## config.mk

```make
export PLATFORM = sky130hd
export DESIGN_NAME = regfile_write_arbiter
export DESIGN_NICKNAME = d
export VERILOG_FILES = /design/src/rtl/regfile_write_arbiter.sv
export SDC_FILE = /design/constraint.sdc
export NUM_CORES = 1
export LEC_CHECK = 0
export ABC_AREA = 0
export BUFFER_PORTS_ARGS = -buffer_cell sky130_fd_sc_hd__buf_2
export CAP_MARGIN = 20
export CORE_ASPECT_RATIO = 1.75
export CORE_MARGIN = 2
export CORE_UTILIZATION = 45
export DETAILED_ROUTE_END_ITERATION = 8
export MAX_ROUTING_LAYER = met4
export PLACE_DENSITY_LB_ADDON = 0.12
export SYNTH_ARGS = -nofsm -noshare
export SYNTH_HDL_FRONTEND = slang
export SYNTH_SLANG_ARGS = --single-unit
```

## constraint.sdc

```tcl
create_clock -name Clk -period 2 [get_ports Clk]
set_clock_uncertainty 0.05 [all_clocks]
set_input_delay 0 -clock Clk [delete_from_list [all_inputs] [get_ports Clk]]
set_output_delay 0 -clock Clk [all_outputs]
set_load 0.005 [all_outputs]
```

## src/rtl/regfile_write_arbiter.sv

```systemverilog
// Two-requester register-file write arbiter: round-robin grant between ALU (A)
// and load (B) writeback, one registered write port, per-requester grant counts.
module regfile_grant_counter (
  input  logic       Clk,
  input  logic       Reset,
  input  logic       inc_i,
  output logic [7:0] cnt_o
);
  logic [7:0] cnt_q, cnt_d;

  always_comb begin
    cnt_d = cnt_q;
    if (inc_i) cnt_d = cnt_q + 8'd1;
  end

  always_ff @(posedge Clk or posedge Reset)
    if (Reset) cnt_q <= '0;
    else       cnt_q <= cnt_d;

  assign cnt_o = cnt_q;
endmodule

module regfile_write_arbiter #(
  parameter int DATA_WIDTH = 32,
  parameter int ADDR_WIDTH = 5
) (
  input  logic                  Clk,
  input  logic                  Reset,
  input  logic                  ReqA_Valid,
  input  logic [ADDR_WIDTH-1:0] ReqA_Reg,
  input  logic [DATA_WIDTH-1:0] ReqA_Data,
  output logic                  ReqA_Ready,
  input  logic                  ReqB_Valid,
  input  logic [ADDR_WIDTH-1:0] ReqB_Reg,
  input  logic [DATA_WIDTH-1:0] ReqB_Data,
  output logic                  ReqB_Ready,
  input  logic                  Flush,
  output logic                  RegWrite,
  output logic [ADDR_WIDTH-1:0] WriteRegister,
  output logic [DATA_WIDTH-1:0] WriteData,
  output logic [7:0]            GrantCountA,
  output logic [7:0]            GrantCountB
);
  localparam int NUM_REQ = 2;

  typedef struct packed {
    logic [ADDR_WIDTH-1:0] rd;
    logic [DATA_WIDTH-1:0] data;
  } wr_req_t;

  wr_req_t [NUM_REQ-1:0] req;
  wr_req_t               win;
  logic [NUM_REQ-1:0]    vld, rdy;
  logic [NUM_REQ-1:0][7:0] cnt;
  logic                  xfer, sel;

  logic                  pri_q, pri_d;
  logic                  regwrite_q, regwrite_d;
  logic [ADDR_WIDTH-1:0] wreg_q, wreg_d;
  logic [DATA_WIDTH-1:0] wdata_q, wdata_d;

  assign vld    = {ReqB_Valid, ReqA_Valid};
  assign req[0] = '{rd: ReqA_Reg, data: ReqA_Data};
  assign req[1] = '{rd: ReqB_Reg, data: ReqB_Data};

  // Ready is gated by Reset too so nothing looks accepted while held in reset.
  always_comb begin
    rdy = '0;
    if (!Reset && !Flush) begin
      if (&vld) rdy[pri_q] = 1'b1;
      else      rdy        = vld;
    end
  end

  assign xfer = |rdy;
  assign sel  = rdy[1];
  assign win  = req[sel];

  always_comb begin
    pri_d      = pri_q;
    regwrite_d = 1'b0;
    wreg_d     = wreg_q;
    wdata_d    = wdata_q;
    if (xfer) begin
      pri_d = ~sel;
      // Writes to register 0 are accepted and counted but never reach the file.
      if (win.rd != '0) begin
        regwrite_d = 1'b1;
        wreg_d     = win.rd;
        wdata_d    = win.data;
      end
    end
  end

  always_ff @(posedge Clk or posedge Reset)
    if (Reset) begin
      pri_q      <= 1'b0;
      regwrite_q <= 1'b0;
      wreg_q     <= '0;
      wdata_q    <= '0;
    end else begin
      pri_q      <= pri_d;
      regwrite_q <= regwrite_d;
      wreg_q     <= wreg_d;
      wdata_q    <= wdata_d;
    end

  for (genvar g = 0; g < NUM_REQ; g++) begin : g_cnt
    regfile_grant_counter u_cnt (
      .Clk   (Clk),
      .Reset (Reset),
      .inc_i (rdy[g]),
      .cnt_o (cnt[g])
    );
  end

  assign ReqA_Ready    = rdy[0];
  assign ReqB_Ready    = rdy[1];
  assign RegWrite      = regwrite_q;
  assign WriteRegister = wreg_q;
  assign WriteData     = wdata_q;
  assign GrantCountA   = cnt[0];
  assign GrantCountB   = cnt[1];
endmodule

```

# == Yosys cells after proc, flatten, opt, wreduce, memory -nomap -nowiden ==
# Cells that the tools add are included.
# classes
add_sub_neg,2
n_lt_le_gt_ge,3
muxes,8
bitwise,1
n_reduce_logical,8
# ops
operator,n
37-bit 2-to-1 mux,2
"8-bit by 1-bit adder with 8-bit output, second input constant",2
5-bit nonzero test,1
"1-bit by 2-bit < comparator with 1-bit output, second input constant",2
2-bit 2-to-1 mux,2
2-bit AND reduction,2
1-bit 2-to-1 mux,3
1-bit logical AND,2
1-bit logical NOT,2
2-bit OR reduction,1
1-bit demux with 1-bit select,1
"1-bit >= comparator, second input constant",1
1-bit inverter,1
# totals
register_bits,55
inputBits,79
out_inout_bits,56
wordCells,28

# == Longest topological paths before layout ==
# Gate-level depths: netlist (run 1).
# logic_depth
word_depth,11
depth_mapped,6
depth_no_buf,5

# == By module ==
# From an unflattened synthesis (run 1), not the netlist that was laid out.
# hier_totals
cells_unflattened,273
area_unflattened_um2,3059.2
# modules_own_cells
mod,n_inst,cells_each,area_per_inst_um2,seq_area_each_um2
regfile_write_arbiter,1,219,2368.5,975.9
regfile_grant_counter,2,27,345.3,200.2

# == Worst setup path before layout (run 1) ==
# Ideal clock, no wire load.
# synth_path
kind,input-to-reg
startpoint,in ReqB_Reg[2]
endpoint,reg wdata_q[0] (netlist: WriteData[0])
setup_time_ns,0.133
arrival_time_ns,1.290
t_required_ns,1.817
setup_slack_ns,0.527
stages,5
path_buffers,1
cell_sequence,or4_4 -> nor2_4 -> buf_4 -> mux2i_1 -> a221oi_2
# synth_between
elab_chain_len,4
# synth_lines
item,line,source
start: declaration,34,"input logic [ADDR_WIDTH-1:0] ReqB_Reg,"
37-bit 2-to-1 mux (implied by the code) (2 in series),77,assign win = req[sel];
5-bit nonzero test,87,if (win.rd != '0) begin
2-bit AND reduction (no line),n/a,
end signal: assignment,105,wdata_q <= wdata_d;
end: declaration,60,"logic [DATA_WIDTH-1:0] wdata_q, wdata_d;"
# No other way between the ends. The select of a mux whose other input is x is not followed.
# A chain may end at the register's enable or synchronous reset.

# == Worst setup path in the final report (run 1) ==
# layout_path
startpoint,in Reset
endpoint,reg wdata_q[20] (netlist: WriteData[20])
# layout_between
elab_chain_len,7
word_cells_on_any_way,8
classes_between,mux: 3; reduce/logical: 5
# layout_lines
item,line,source
start: declaration,28,"input logic Reset,"
1-bit logical NOT (no line) (*),n/a,
1-bit logical AND (*),69,if (!Reset && !Flush) begin
2-bit 2-to-1 mux (*),69,
37-bit 2-to-1 mux (implied by the code) (2 in series),77,
5-bit nonzero test,87,
2-bit AND reduction (no line),n/a,
# Every way passes the cells marked *; elsewhere a longest branch is shown, timed or not. The select of a mux whose other input is x is not followed.

==> out/metrics.yaml, run 1 <==
status:
  status: "complete, no violations"
critical_path:
  path_class: "in2reg"
  crit_path_start_kind: "input pin"
  worst-path-buf-inv: 3
  arrival_ns: 2.05
  critical_path_peak_fanout: 15
  r2r-end: "WriteData[20]"
  cp.required_ns: 2.13
  cpPeakStageDelay_ns: 0.53
  setup.worst_path.start: "Reset"
  r2r_start: "pri_q"
  path_delay_family: "buffers and inverters"
  ff2ff_setup_slack_ns: 0.33
  cpMaxStageDelayCell: "dlygate4sd3_1"
  ff2ff_path_depth: 5
  endpoint_kind: "register"
  worstPathCellList: "dlygate4sd3_1 -> buf_2 -> or3b_4 -> or2_4 -> a21o_4 -> buf_12 -> a221oi_1"
grt:
  overflow: 0
  top_usage_layer: "met2"
  groute.layer.met2.usage_pct: 39.5
  track_usage_pct: 22.1
  grtUsageMet3_pct: 2.68
  antenna_found_initial: 0
  grt_max_degree: 38
  grt_pass1_wl_mm: 12.7
  met1_usage_pct: 25.6
  grt_pass1_vias: 2808
route:
  wl_per_cell_um: 14.5
  antenna_left: 0
  drt-total-wl_mm: 7.71
  drt_pass1_iterations: 4
  drcViolationCount: 0
  viasPerCell: 5.08
  vias: 2705
  drt_iter0_drc: 174
synthesis:
  netlist_area_um2: 3070
  synth_fp_nets: 356
  ys_warn_count: 0
  netlist-cell-type-count: 40
  yosysTopAreaCellShare_pct: 44.9
  ys_ff_latch: 55
  synth_edf_count: 0
  synth_area_leaders: "dfrtp_1, a221oi_2, mux2i_1, inv_1, nor2_1"
  yosys.area.top_type: "dfrtp_1"
  synth_seq_area_share_pct: 44.9
  syn_inst: 275
  synth_area_per_cell_um2: 11.1
  synth_flop_cell: "dfrtp_1"
  synth.most_common_cell: "dfrtp_1"
  synthArstFlopShare_pct: 100
  ys_top_cells_by_count: "dfrtp_1, inv_1, nor2_1"
clock_network:
  clock-sinks: 55
  root_buffer: "clkbuf_16"
  h-tree-depth: 2
  cts_made_buffers: 5
  tritoncts: "done"
  clock_latency_ns: 0.28
  cts_buffer_depth: 2
  clkTransAtPathRegs_ns: 0.07
sta:
  fin_crit_sh_pct: 96.3
  finalCriticalPeriod_ns: 1.93
  setup_viol: 0
  tightest_slew_ns: 0.580
  rsz0062_at_grt: "no"
  fmax_mhz: 519
  final_hold_viol_count: 0
  tns_ns: 0
  drv_slew: 0
  slew_headroom_pct: 61.3
cells_and_area:
  num-nets-final: 532
  fin_area_um2: 4430
  syn_to_final_growth_pct: 44.4
  layout-drive-gt1-share_pct: 43.0
  fillers: 538
  antenna_cells: 0
pwr:
  vdd_drop_max_uv: 499
  power_density_nw_per_um2: 793
  p_leak_nw: 2.10
hold_path:
  whs_endpoint: "WriteData[19]"
  whs_path_depth: 3
  hold_path.class: "in2reg"
  hp-start: "ReqB_Data[19]"
placed_design:
  placed_area_um2: 3870
  gp_congestion: 0.802
  portBuffers: 134
  dp_hpwl_mm: 5.45
floorplan:
  die_area_um2: 7510
  die_height_um: 113
  io_pins: 135
  floorplan.initialDensity_pct: 46.9
  num_rows: 39
  die_width_um: 66.4
  core_um2: 6540
flow_run:
  cap_viol_max_count: 0
==> how the worst max path moves through the flow <==
stage	end	slack [ns]	cells after the start
after global routing	WriteData[18]	0.02	7
after floorplan	WriteData[0]	0.53	5
final	WriteData[20]	0.07	7
after global placement	WriteData[18]	0.32	6
after CTS	WriteData[20]	0.03	7
after detailed placement	WriteData[20]	0.26	6
==> through the flow <==
step	total power [mW]	cells	utilization (%)	setup WS, ns	hold slack (ns)
3_5_place_dp	2.54	486	59.1	0.262	0.0710
2_1_floorplan	2.09	275	-	0.527	0.0405
5_1_grt	3.75	533	67.7	0.0165	0.0156
4_1_cts	3.55	530	67.2	0.0265	0.00147
6_report	3.51	533	67.7	0.0747	0.0117
3_3_place_gp	2.51	486	59.1	0.318	0.0706
==> cells by family after synthesis <==
family / share of synthesized area [%]
mux: 11.1
flops: 44.9
buf+inv: 7.71
xor+xnor: 4.00
compound gates: 19.9
simple gates: 11.5
fa+ha+maj: 0.816
==> placed cells by master, fill, tap and decap left out, drive strengths merged, types with 2 or more instances in the layout <==
cell,count
a211o,2
a21oi,3
a221oi,32
a31oi,3
and4,2
buf,146
clkbuf,6
dfrtp,55
dlygate4sd3,37
ha,2
inv,36
mux2i,33
nand2,9
nand3,5
nand4,6
nor2,35
nor3b,3
o211ai,2
o21ai,2
o221a,2
or3b,2
or4,2
xnor2,12
xor2,2
==> power breakdown <==
part,switching [mW],total [mW],internal (mW)
Sequential,0.244,1.60,1.35
Combinational,0.411,0.968,0.557
Clock,0.361,0.945,0.584
Total,1.02,3.51,2.49
==> registers in the layout, indices dropped and copies added, names as in the netlist <==
signal             flops
g_cnt.u_cnt.cnt_o     16
WriteData             32
pri_q                  1
WriteRegister          5
RegWrite               1
==> what timing repair did <==
item | CTS | global route
setup buffers | 0 | 3
endpoints found under the setup margin | 0 | 13
hold buffers | 37 | 0
resized for setup | 0 | 2
hold endpoints to repair | 61 | 0
==> worst min-delay path, cell delays in order <==
cell      delay (ns)
buf_2           0.10
mux2i_1         0.12
a221oi_1        0.09
==> per-layer routing <==
metal,vias to the layer above,wire length (um)
li1,1335,-
met1,1284,3160
met2,80,4110
met3,6,362
met4,0,80
met5,-,0
==> layout make-up <==
type                            instances  area [um^2]  area share, %
Clock buffer                            6          129           2.91
Clock inverter                          1         30.0          0.679
Inverter                               36          135           3.05
Multi-Input combinational cell        170         1460           33.1
Sequential cell                        55         1380           31.1
Tap cell                               82          103           2.32
Timing Repair Buffer                  183         1190           26.9
Note: power is estimated with default switching activity, not from simulation.
==> inputs of run 2 (changes only) <==
--- a/config.mk
+++ b/config.mk
@@ -9,7 +9,7 @@
 export BUFFER_PORTS_ARGS = -buffer_cell sky130_fd_sc_hd__buf_2
 export CAP_MARGIN = 20
 export CORE_ASPECT_RATIO = 1.75
-export CORE_MARGIN = 2
+export CORE_MARGIN = 1.5
 export CORE_UTILIZATION = 45
 export DETAILED_ROUTE_END_ITERATION = 8
 export MAX_ROUTING_LAYER = met4
==> run 2 against run 1 <==
Effect of this change:
- combinational power is 0.5% higher
- clock power is 8.3% lower
- via count is 2.8% higher
- non-clock buffer count is 1 lower
- routed wire length is 5.0% higher
- cell count stayed put
- power is 2.0% lower
- highest routed layer unchanged
==> out/metrics.yaml, run 2 (same netlist as run 1, synthesis figures left out) <==
status:
  status: "complete, no violations"
cells_and_area:
  num-nets-final: 532
  fillers: 549
  fin_area_um2: 4430
  antenna_cells: 0
  final_util_pct: 67.7
  syn_to_final_growth_pct: 44.4
  largest_register_ffs: 32
  final_common_cell: "buf_2"
  layout-drive-gt1-share_pct: 42.8
  most-common-layout-cells: "buf_2, dfrtp_1, dlygate4sd3_1, inv_1"
pwr:
  p_int_mw: 2.40
  seqPwrFrac_pct: 46.5
  p_leak_nw: 2.10
  vdd_drop_max_uv: 542
  power_density_nw_per_um2: 777
  switching_share_pct: 30.3
  power_switching_mw: 1.04
  clock_power_share_pct: 25.2
  combPwrFrac_pct: 28.3
sta:
  setup_viol: 0
  fin_crit_sh_pct: 95.6
  holdWs_ns: 0.0102
  fmax_mhz: 523
  tightest_slew_ns: 0.751
  final_hold_viol_count: 0
  finalCriticalPeriod_ns: 1.91
  rsz0062_at_grt: "yes"
  drv_slew: 0
  final.setup.worst_slack_ns: 0.0876
  slew_headroom_pct: 49.4
placed_design:
  gp_congestion: 0.784
  dp_hpwl_mm: 5.46
  post-place-ws_ns: 0.177
  placed_area_um2: 3850
  portBuffers: 134
route:
  wl_per_cell_um: 15.2
  viasPerCell: 5.22
  drt_pass1_iterations: 4
  antenna_left: 0
  drt-total-wl_mm: 8.10
  drcViolationCount: 0
  drt_iter0_drc: 139
  vias: 2782
critical_path:
  endpoint_kind: "register"
  path_class: "reg2reg"
  arrival_ns: 2.01
  ff2ff_path_depth: 5
  crit_path_start_kind: "register"
  setup.worst_path.start: "pri_q"
  r2r_start: "pri_q"
  r2r-end: "WriteRegister[0]"
  crit_path_end: "WriteRegister[0]"
  critical_path_peak_fanout: 14
  ff2ff_setup_slack_ns: 0.09
  cp.required_ns: 2.10
flow_run:
  cap_viol_max_count: 0
floorplan:
  die_height_um: 112
  floorplan.initialDensity_pct: 46.9
  io_pins: 135
  num_rows: 39
  die_area_um2: 7340
  die_width_um: 65.4
  core_um2: 6540
grt:
  grt_pass1_vias: 2933
  grt_pass1_wl_mm: 13.1
  antenna_found_initial: 0
  overflow: 0
  grt_max_degree: 35
  track_usage_pct: 23.5
clock_network:
  clkTransAtPathRegs_ns: 0.07
  clock-sinks: 55
  tritoncts: "done"
  cts_buffer_depth: 2
  cts_made_buffers: 5
  h-tree-depth: 2
  root_buffer: "clkbuf_16"
  post_cts_buffers: 0
  clock_latency_ns: 0.29
hold_path:
  hold_path.class: "in2reg"
## run 2: layout make-up
type | count | area [um^2] | area share, %
Multi-Input combinational cell | 171 | 1470 | 33.3
Sequential cell | 55 | 1380 | 31.1
Timing Repair Buffer | 182 | 1200 | 27.0
Clock buffer | 6 | 139 | 3.14
Inverter | 36 | 135 | 3.05
Tap cell | 82 | 103 | 2.32
Clock inverter | 1 | 5.00 | 0.113
## run 2: worst min-delay path by stage
stage                   from            end  depth (start not counted)
3_3_place_gp           Reset          pri_q                          2
3_5_place_dp           Reset          pri_q                          2
4_1_cts                Flush          pri_q                          3
5_1_grt         ReqB_Data[4]   WriteData[4]                          3
2_1_floorplan     ReqB_Valid     ReqA_Ready                          1
6_report       ReqB_Data[15]  WriteData[15]                          3
## run 2: stage by stage
step	cells	setup TNS (ns)	total power, mW
2_1_floorplan	275	0	2.09
3_5_place_dp	484	0	2.53
4_1_cts	532	0	3.47
5_1_grt	533	-0.0120	3.66
3_3_place_gp	484	0	2.50
6_report	533	0	3.44
## run 2: layer usage
layer	up-vias	track usage (%)	part of all wire [%]
met2	99	40.5	53
met1	1334	27.1	40
met4	0	8.89	1.7
met5	-	-	0
met3	12	3.71	5.1
li1	1337	-	-
## run 2: timing repair
action,4_1_cts,5_1_grt
resized for setup,0,3
hold buffers,41,0
endpoints found under the setup margin,0,34
hold endpoints to repair,58,0
## run 2: power by group through the flow
stage               sequential, mW  clock, mW  combinational (mW)
finish                        1.60      0.867               0.973
global route                  1.64      0.927                1.09
CTS                           1.60      0.893               0.975
detailed placement            1.62          0               0.912
global placement              1.61          0               0.899
floorplan                     1.60          0               0.492
## run 2: worst max-delay path, stage by stage, from the launching register on
cell           delay, ns
dfrtp_1             0.44
nor2b_2             0.20
or2_4               0.26
mux2i_1             0.20
dlygate4sd3_1       0.55
o2bb2ai_1           0.06
